File: src/rtl/i2c_slave_regfile.sv
// i2c_slave_regfile: I2C slave with an 8-bit register file and auto-increment pointer.
// Pads follow the open-drain triplet style: *_pad_o is tied low and *_padoen_o (active low)
// decides whether the line is pulled down.
// Optional macro I2CS_STRETCH_EN: hold SCL low for STRETCH cycles after every ACK/RACK bit.
module i2c_slave_regfile #(
  parameter logic [6:0] SLAVE_ADDR = 7'h02,
  parameter int         ADDR_BITS  = 4,
  parameter int         FILT       = 3,
  parameter int         STRETCH    = 8
) (
  input  logic                 wb_clk_i,
  input  logic                 arst_i,
  input  logic                 scl_pad_i,
  output logic                 scl_pad_o,
  output logic                 scl_padoen_o,
  input  logic                 sda_pad_i,
  output logic                 sda_pad_o,
  output logic                 sda_padoen_o,
  input  logic [ADDR_BITS-1:0] host_adr_i,
  output logic [7:0]           host_dat_o,
  output logic                 wr_stb_o,
  output logic [ADDR_BITS-1:0] wr_adr_o,
  output logic                 busy_o
);

  localparam int DEPTH = 2 ** ADDR_BITS;
  localparam int SW    = (STRETCH < 2) ? 1 : $clog2(STRETCH + 1);

`ifdef I2CS_STRETCH_EN
  localparam bit STRETCH_EN = 1'b1;
`else
  localparam bit STRETCH_EN = 1'b0;
`endif

  typedef enum logic [3:0] {
    S_IDLE, S_ADDR, S_ADDR_ACK, S_PTR, S_PTR_ACK,
    S_WDATA, S_WDATA_ACK, S_RDATA, S_RACK
  } state_t;

  // Index 0 = SCL, index 1 = SDA
  logic [1:0] pad_in;
  logic [1:0] lvl;
  logic [1:0] lvl_prev;
  assign pad_in = {sda_pad_i, scl_pad_i};

  generate
    for (genvar gi = 0; gi < 2; gi++) begin : g_in
      logic [1:0] sync_q;
      logic [2:0] cnt_q;
      logic       lvl_q;
      logic       prev_q;
      // Synchronise, then accept a new level only after FILT identical samples
      always_ff @(posedge wb_clk_i or posedge arst_i) begin
        if (arst_i) begin
          sync_q <= 2'b11;
          cnt_q  <= '0;
          lvl_q  <= 1'b1;
          prev_q <= 1'b1;
        end else begin
          sync_q <= {sync_q[0], pad_in[gi]};
          prev_q <= lvl_q;
          if (sync_q[1] == lvl_q) begin
            cnt_q <= '0;
          end else if (cnt_q == 3'(FILT - 1)) begin
            lvl_q <= sync_q[1];
            cnt_q <= '0;
          end else begin
            cnt_q <= cnt_q + 3'd1;
          end
        end
      end
      assign lvl[gi]      = lvl_q;
      assign lvl_prev[gi] = prev_q;
    end
  endgenerate

  logic scl_f, sda_f, scl_rise, scl_fall, start_det, stop_det;
  assign scl_f     = lvl[0];
  assign sda_f     = lvl[1];
  assign scl_rise  = scl_f & ~lvl_prev[0];
  assign scl_fall  = ~scl_f & lvl_prev[0];
  assign start_det = scl_f & lvl_prev[0] & lvl_prev[1] & ~sda_f;
  assign stop_det  = scl_f & lvl_prev[0] & ~lvl_prev[1] & sda_f;

  state_t               state_q;
  logic [3:0]           bit_cnt_q;
  logic [7:0]           sh_q;
  logic [ADDR_BITS-1:0] ptr_q;
  logic                 ack_ok_q;
  logic                 sda_oen_q;
  logic                 busy_q;
  logic                 wr_stb_q;
  logic [ADDR_BITS-1:0] wr_adr_q;
  logic [7:0]           mem_q [DEPTH];

  logic [7:0]           byte_in;
  logic [ADDR_BITS-1:0] ptr_inc;
  assign byte_in = {sh_q[6:0], sda_f};
  assign ptr_inc = ptr_q + ADDR_BITS'(1);

  // Protocol FSM: bit shifting, ACK driving, register writes and read reloads
  always_ff @(posedge wb_clk_i or posedge arst_i) begin
    if (arst_i) begin
      state_q   <= S_IDLE;
      bit_cnt_q <= '0;
      sh_q      <= '0;
      ptr_q     <= '0;
      ack_ok_q  <= 1'b0;
      sda_oen_q <= 1'b1;
      busy_q    <= 1'b0;
      wr_stb_q  <= 1'b0;
      wr_adr_q  <= '0;
      for (int i = 0; i < DEPTH; i++) mem_q[i] <= '0;
    end else begin
      wr_stb_q <= 1'b0;
      if (start_det) begin
        state_q   <= S_ADDR;
        bit_cnt_q <= '0;
        busy_q    <= 1'b1;
        sda_oen_q <= 1'b1;
      end else if (stop_det) begin
        state_q   <= S_IDLE;
        busy_q    <= 1'b0;
        sda_oen_q <= 1'b1;
      end else begin
        unique case (state_q)
          S_ADDR, S_PTR, S_WDATA: begin
            if (scl_rise && bit_cnt_q < 4'd8) begin
              sh_q      <= byte_in;
              bit_cnt_q <= bit_cnt_q + 4'd1;
              if (bit_cnt_q == 4'd7 && state_q == S_PTR) ptr_q <= byte_in[ADDR_BITS-1:0];
              if (bit_cnt_q == 4'd7 && state_q == S_WDATA) begin
                mem_q[ptr_q] <= byte_in;
                wr_stb_q     <= 1'b1;
                wr_adr_q     <= ptr_q;
                ptr_q        <= ptr_inc;
              end
            end else if (scl_fall && bit_cnt_q == 4'd8) begin
              bit_cnt_q <= '0;
              if (state_q == S_ADDR && sh_q[7:1] != SLAVE_ADDR) begin
                state_q <= S_IDLE;  // not addressed: leave SDA released
              end else begin
                sda_oen_q <= 1'b0;
                case (state_q)
                  S_ADDR:  state_q <= S_ADDR_ACK;
                  S_PTR:   state_q <= S_PTR_ACK;
                  default: state_q <= S_WDATA_ACK;
                endcase
              end
            end
          end
          S_ADDR_ACK: begin
            if (scl_fall) begin
              bit_cnt_q <= '0;
              if (sh_q[0]) begin
                // Read: the first data bit goes out on the same fall that ends the ACK
                sda_oen_q <= mem_q[ptr_q][7];
                sh_q      <= {mem_q[ptr_q][6:0], 1'b0};
                state_q   <= S_RDATA;
              end else begin
                sda_oen_q <= 1'b1;
                state_q   <= S_PTR;
              end
            end
          end
          S_PTR_ACK, S_WDATA_ACK: begin
            if (scl_fall) begin
              sda_oen_q <= 1'b1;
              bit_cnt_q <= '0;
              state_q   <= S_WDATA;
            end
          end
          S_RDATA: begin
            if (scl_rise && bit_cnt_q < 4'd8) begin
              bit_cnt_q <= bit_cnt_q + 4'd1;
            end else if (scl_fall) begin
              if (bit_cnt_q == 4'd8) begin
                sda_oen_q <= 1'b1;
                bit_cnt_q <= '0;
                ack_ok_q  <= 1'b0;
                state_q   <= S_RACK;
              end else begin
                sda_oen_q <= sh_q[7];
                sh_q      <= {sh_q[6:0], 1'b0};
              end
            end
          end
          S_RACK: begin
            if (scl_rise) begin
              ack_ok_q <= ~sda_f;
            end else if (scl_fall) begin
              if (ack_ok_q) begin
                ptr_q     <= ptr_inc;
                sda_oen_q <= mem_q[ptr_inc][7];
                sh_q      <= {mem_q[ptr_inc][6:0], 1'b0};
                state_q   <= S_RDATA;
              end else begin
                state_q <= S_IDLE;
              end
            end
          end
          default: ;
        endcase
      end
    end
  end

  // The SCL fall that ends an ACK/RACK bit is where a stretch may begin
  logic ack_end;
  assign ack_end = scl_fall && !start_det && !stop_det &&
                   (state_q == S_ADDR_ACK || state_q == S_PTR_ACK ||
                    state_q == S_WDATA_ACK || state_q == S_RACK);

  logic          scl_oen_q;
  logic [SW-1:0] str_cnt_q;

  // SCL low-hold timer; bus conditions cancel it at once
  always_ff @(posedge wb_clk_i or posedge arst_i) begin
    if (arst_i) begin
      scl_oen_q <= 1'b1;
      str_cnt_q <= '0;
    end else if (start_det || stop_det) begin
      scl_oen_q <= 1'b1;
      str_cnt_q <= '0;
    end else if (STRETCH_EN && ack_end) begin
      scl_oen_q <= 1'b0;
      str_cnt_q <= SW'(STRETCH - 1);
    end else if (!scl_oen_q) begin
      if (str_cnt_q == '0) scl_oen_q <= 1'b1;
      else str_cnt_q <= str_cnt_q - SW'(1);
    end
  end

  assign scl_pad_o    = 1'b0;
  assign sda_pad_o    = 1'b0;
  assign scl_padoen_o = STRETCH_EN ? scl_oen_q : 1'b1;
  assign sda_padoen_o = sda_oen_q;
  assign host_dat_o   = mem_q[host_adr_i];
  assign wr_stb_o     = wr_stb_q;
  assign wr_adr_o     = wr_adr_q;
  assign busy_o       = busy_q;

endmodule
File: config.mk
export PLATFORM = sky130hd
export DESIGN_NAME = i2c_slave_regfile
export DESIGN_NICKNAME = d
export VERILOG_FILES = /design/src/rtl/i2c_slave_regfile.sv
export SDC_FILE = /design/constraint.sdc
export NUM_CORES = 1
export LEC_CHECK = 0
export ABC_AREA = 1
export CORE_ASPECT_RATIO = 2
export CORE_MARGIN = 1.5
export CORE_UTILIZATION = 45
export DETAILED_ROUTE_END_ITERATION = 10
export PLACE_DENSITY_LB_ADDON = 0.05
export SLEW_MARGIN = 20
export SYNTH_ARGS = -nofsm -noshare
export SYNTH_HDL_FRONTEND = slang
export SYNTH_SLANG_ARGS = --single-unit
File: constraint.sdc
create_clock -name wb_clk_i -period 13.9 [get_ports wb_clk_i]
set_input_delay 1.39 -clock wb_clk_i [delete_from_list [all_inputs] [get_ports wb_clk_i]]
set_output_delay 1.39 -clock wb_clk_i [all_outputs]
set_load 0.01 [all_outputs]
Word-level counts from Yosys, hierarchy flattened. Index checks and enable logic that the tools add are counted.

Bits in registers: 170. Latch bits: 0. Bits in writable memories: 0. Memory bits (read-only): 0. Memories: 0.

Add/sub/neg operators: 4. $mul: 0. Divide/modulo/power cells: 0. Order comparisons: 5. Equality and inequality tests: 43. Shifts and indexed selects: 0. Mux-type cells: 85. Bitwise gates (word level): 18. Reduce and logical (&&, ||, !) cells: 25.

Operators with widths (number): bitwise mux 128 bit (1); 2-to-1 mux 8 bit (16); 2-to-1 mux 4 bit (25); binary-select mux 8 bit (select 4 bit) (3); inequality test 4 bit, second input constant (14); demux 8 bit (select 4 bit) (1); one-hot mux 8 bit (4 select lines) (1); 2-to-1 mux 1 bit (25); inequality test 2 bit, second input constant (12); AND reduction 11 bit (2); 2-to-1 mux 3 bit (7); == test 4 x 3 -> 1 bit, second input constant (5); one-hot mux 4 bit (5 select lines) (1); greater-or-equal comparator 5 bit, second input constant (3); inverter 4 -> 5 bit (3); one-hot mux 4 bit (3 select lines) (1); AND reduction 12 bit (1); AND reduction 10 bit (1); adder 4 x 1 -> 4 bit, second input constant (2); == test 4 x 2 -> 1 bit, second input constant (2); == test 4 bit, second input constant (2); inverter 1 bit (8); one-hot mux 4 bit (2 select lines) (1); AND reduction 8 bit (1); 23 further kinds (42).

Depth between registers and ports, before layout.
Word-level depth: 11. Gate-level depth with buffers: 16. Depth with buffers taken out: 12.

Worst setup path after synthesis. No wires, ideal clock.

Kind: input port to output port. From: in host_adr_i[0]. To: out host_dat_o[1]. Data arrival time: 2558 ps. Setup slack: 9952 ps. Stages on the path: 6. Path buffers: 3. Cells stage by stage: clkbuf_1 > buf_2 > buf_1 > a21oi_1 > o221ai_1 > o21ai_0.

Longest elaborated chain between the ends: 4.

Ends and longest elaborated chain: start: declaration (RTL line 19) `input logic [ADDR_BITS-1:0] host_adr_i,`; inverter 4 -> 5 bit (implied by the code) (RTL line 238) `assign host_dat_o = mem_q[host_adr_i];`; binary-select mux 8 bit (select 4 bit) (RTL line 238); 2-to-1 mux 8 bit (implied by the code) (2 in a row) (RTL line 238); end: declaration (RTL line 20) `output logic [7:0] host_dat_o,`.

No other way between the ends. The select of a mux whose other input is x is not followed.

Final worst setup path.
From: in host_adr_i[2]. To: out host_dat_o[1].

Same word-level chain as after synthesis.

==> results.md <==
Clock tree:
- Clock-pin slew was measured on the worst setup and hold paths at 0.06 ns.
- The number of gates resized after CTS is 0.
- The clock passes through at most 2 buffers.
- The number of hold-repair buffers added at the cts stage is 0.
- The number of buffers inserted by post-CTS setup repair is 0.
- Clock tree synthesis inserted a total of 17 buffers.
- The H-tree was split into 4 levels.
- The CTS tree is yes.
- The clock latency of the later-clocked register in the worst-skew pair is 0.45 ns.
- The master cell of the clock root buffer is sky130_fd_sc_hd__clkbuf_16.
- The total clock sinks is 170.

Synth:
- After synthesis, the largest family of logic cells by area is simple AND/OR/NAND/NOR gates.
- Among all cell types in the netlist, the one instantiated most often is sky130_fd_sc_hd__nand2_1.
- By area the synthesized netlist is led by sky130_fd_sc_hd__dfrtp_1 (38%), sky130_fd_sc_hd__nand2_1 (16%), sky130_fd_sc_hd__o21ai_0 (9.6%).
- The multiplexer area fraction after synthesis is 0.00186.
- Counting distinct cell types in the post-synthesis netlist gives 42.
- Counting flops and latches in the post-synthesis netlist gives 170.
- The xor and xnor area share after synthesis is 0.00559.
- The complex-gate fraction of the synthesized area is 0.246.
- In the synthesized netlist, the cells that appear most often are sky130_fd_sc_hd__nand2_1 (455), sky130_fd_sc_hd__o21ai_0 (206), sky130_fd_sc_hd__dfrtp_1 (161), sky130_fd_sc_hd__inv_1 (129), sky130_fd_sc_hd__a21oi_1 (100).
- For this run, the number of Yosys warnings is 0.
- The top flip-flop cell by instance count after synthesis is sky130_fd_sc_hd__dfrtp_1.
- The cell type contributing the most total cell area after synthesis is sky130_fd_sc_hd__dfrtp_1.
- Each instance of the synthesized netlist takes up on average 7.05 um^2.
- The post-synthesis cell count is 1524.
- The fraction of the mapped netlist area in simple logic gates is 0.248.
- The area of the mapped netlist is 0.0107 mm^2.
- After synthesis, the share of flip-flops with an asynchronous set or reset is 1.00.
- The register area share after synthesis is 0.397.
- The share of synthesized cell area in full adder, half adder and majority cells is 0.00699.
- The number of enable-type register cells in the synthesized netlist is 0.
- The area fraction of the dominant cell type after synthesis is 0.375.

Pwr:
- Of the total power, combinational logic draws 0.389.
- The switching power as a share of total power is 0.432.
- The share of total power dissipated in sequential elements is 0.323.
- The cell area power density is 158 mW/mm^2.
- The analysis attributes to net switching a power of 0.788 mW.
- The share of total power dissipated in the clock network is 0.288.
- Cell internal power was estimated by the tool at 1.04 mW.
- The total power is 1.82 mW.
- The total leakage power is 5.24 nW.
- VDD sags by at most 0.139 mV.

Min path:
- The class of the most critical hold timing path is flip-flop to flip-flop.

Global routing:
- The number of global-route vias before repair came to 9713.
- Across every metal layer, demand over resource in global routing totals 0.291.
- The number of antenna violations at the first check in global routing is 0.
- The final global-route overflow total is 0.
- The wire length of the first global-routing pass is 55.1 mm.
- The maximum number of pins on one net before global-route repair is 129.

STA:
- The transition time at the pin with the least slew margin is 0.996 ns.
- The final hold violation count is 0.
- Between clock sinks in the finished design, the worst skew comes to 0.0103 ns.
- The maximum frequency from static timing analysis is 0.185 GHz.
- After layout, the minimum clock period comes to 5.41 ns.
- The final setup violation count is 0.
- Dividing the final minimum period by the clock period gives 0.389.
- Setup repair after global routing left no endpoint under its margin.
- The tightest hold path in the finished design has a slack of 0.357 ns.
- The count of final max-slew check failures is 0.
- The worst pin sits at a relative slew slack of 0.336.
- The final total negative setup slack is 0 ns.

Floorplan:
- The top-level I/O count is 26.
- Measured along the y axis, the die boundary spans 221 um.
- For this configuration, the core starts out at a cell density of 0.460.
- The number of core rows is 79.
- The area of the core is 0.0233 mm^2.
- The floorplan die area is 0.0249 mm^2.
- The die is 112 um wide.

Drt:
- The detail route stage leaves a number of antenna-violating nets equal to 0.
- The violation count after the first detailed-route iteration is 851.
- Using the TritonRoute via totals, the vias-per-cell ratio works out to 5.69.
- The final route contains 10.1k vias.
- Summed over all layers, the routed wires come to 34.9 mm.
- In the routed design, unresolved DRC markers number 2.
- The count of TritonRoute iterations in the first routing pass is 8.
- After detailed routing, the average wire length per cell comes to 19.7 um.

Status:
- The run finished, with violations left.
- The final reports fail on design-rule violations.

Placed design:
- Once placement completed, the tool counted placed cells totaling 1738.
- The congestion estimate from routability-driven global placement came to 0.875.
- The number of buffers added on ports is 22.
- The final HPWL from detailed placement is 24.3 mm.

Critical path:
- The maximum fanout count along the critical path is 25.
- The worst setup path is of the primary input to primary output kind.
- The data arrival time of the worst path is 4.02 ns.
- The worst setup path is launched from a primary input.
- The worst setup path is captured at a primary output.
- For the worst setup path, the data required time is 12.51 ns.

Layout:
- The post-synthesis to final-layout area growth is 7.70%.
- The layout has 2353 filler cells.
- After the flow finishes, the layout carries non-filler instances totaling 1770.
- The share of cells above drive strength 1 is 0.0713.
- The number of antenna diodes is 0.
- The layout net count is 1488.

Flow run:
- Across the run, the number of max-cap violations was 0.
-- area by class of cell --
type                    count  area, um^2  area share
multi-input cells        1115        5490       0.474
clock inverters            13         188      0.0162
flip-flops and latches    170        4270       0.369
well taps                 283         354      0.0306
repair buffers             33         299      0.0258
clock buffers              19         453      0.0392
inverters                 137         520      0.0450
-- through the flow --
stage               cell area [um^2]  setup WS [ns]   util
floorplan                      10700           7.92      -
global placement               10900           8.53  0.468
detailed placement             10900           8.48  0.468
CTS                            11600           8.47  0.496
global route                   11600           8.37  0.496
finish                         11600           8.49  0.496
-- worst max-delay path, stage by stage --
cell and delay (ns):
sky130_fd_sc_hd__clkdlybuf4s50_1 0.63, sky130_fd_sc_hd__inv_1 0.77, sky130_fd_sc_hd__o22ai_1 0.22, sky130_fd_sc_hd__o21ai_0 0.37
sky130_fd_sc_hd__clkdlybuf4s50_1 0.63
-- sequential cells by signal (all words and copies together), names as in the netlist, 2 cells and up --
signal	count
g_in.lvl_q	2
state_q	4
mem_q	128
ptr_q	4
g_in.cnt_q	6
wr_adr_o	4
bit_cnt_q	4
sh_q	8
g_in.sync_q	4
g_in.prev_q	2
-- power by group through the flow --
stage          registers, mW  clock network [mW]  logic, mW
2_1_floorplan          0.580                   0      0.498
3_3_place_gp           0.596                   0      0.701
3_5_place_dp           0.598                   0      0.705
4_1_cts                0.588               0.537      0.708
5_1_grt                0.595               0.555      0.783
6_report               0.589               0.526      0.709
-- placed cells by master, fill, tap and decap left out, types with 9 or more instances in the layout --
cell type and instances:
sky130_fd_sc_hd__o21ai_1 48, sky130_fd_sc_hd__clkbuf_16 17, sky130_fd_sc_hd__a21oi_1 100, sky130_fd_sc_hd__nor2_1 52, sky130_fd_sc_hd__nand3_1 89, sky130_fd_sc_hd__buf_4 11
sky130_fd_sc_hd__o211ai_1 75, sky130_fd_sc_hd__o21ai_2 17, sky130_fd_sc_hd__dfstp_2 9, sky130_fd_sc_hd__o221ai_1 13, sky130_fd_sc_hd__clkdlybuf4s50_1 20, sky130_fd_sc_hd__nand2_1 455
sky130_fd_sc_hd__inv_1 127, sky130_fd_sc_hd__o21ai_0 206, sky130_fd_sc_hd__dfrtp_1 160
-- cell families (layout without fill, tap and decap cells) --
logic type | Yosys count | after routing
buffers and inverters | 240 | 202
muxes | 2 | 2
other | 2 | 3
AOI/OAI and AO/OA | 465 | 465
adders and majority gates | 6 | 6
xor gates and xnor gates | 6 | 6
and+or+nand+nor | 633 | 633
DFF | 170 | 170
-- routing by layer --
| layer | track usage | part of all wire | vias to the layer above |
|---|---|---|---|
| met1 | 0.332 | 0.39 | 4712 |
| met3 | 0.0462 | 0.042 | 83 |
| li1 | - | - | 4981 |
| met2 | 0.524 | 0.53 | 295 |
| met4 | 0.141 | 0.045 | 0 |
| met5 | 0 | 0 | - |
-- path summary, 6_finish.rpt --
check,start,end,slack (ns),cells past startpoint
max,host_adr_i[2],host_dat_o[1],8.49,5
min in group asynchronous,arst_i,wr_adr_o[3]$_DFFE_PP0P_,1.34,2
max in group asynchronous,arst_i,mem_q[92]$_DFFE_PP0P_,10.62,4
min,g_in[1].sync_q[0]$_DFF_PP1_,g_in[1].sync_q[1]$_DFF_PP1_,0.36,0
min reg2reg,g_in[1].sync_q[0]$_DFF_PP1_,g_in[1].sync_q[1]$_DFF_PP1_,0.36,0
max reg2reg,ptr_q[0]$_DFFE_PP0P_,sda_padoen_o$_DFFE_PP1P_,9.84,12
Power figures use the tool's default switching activity.
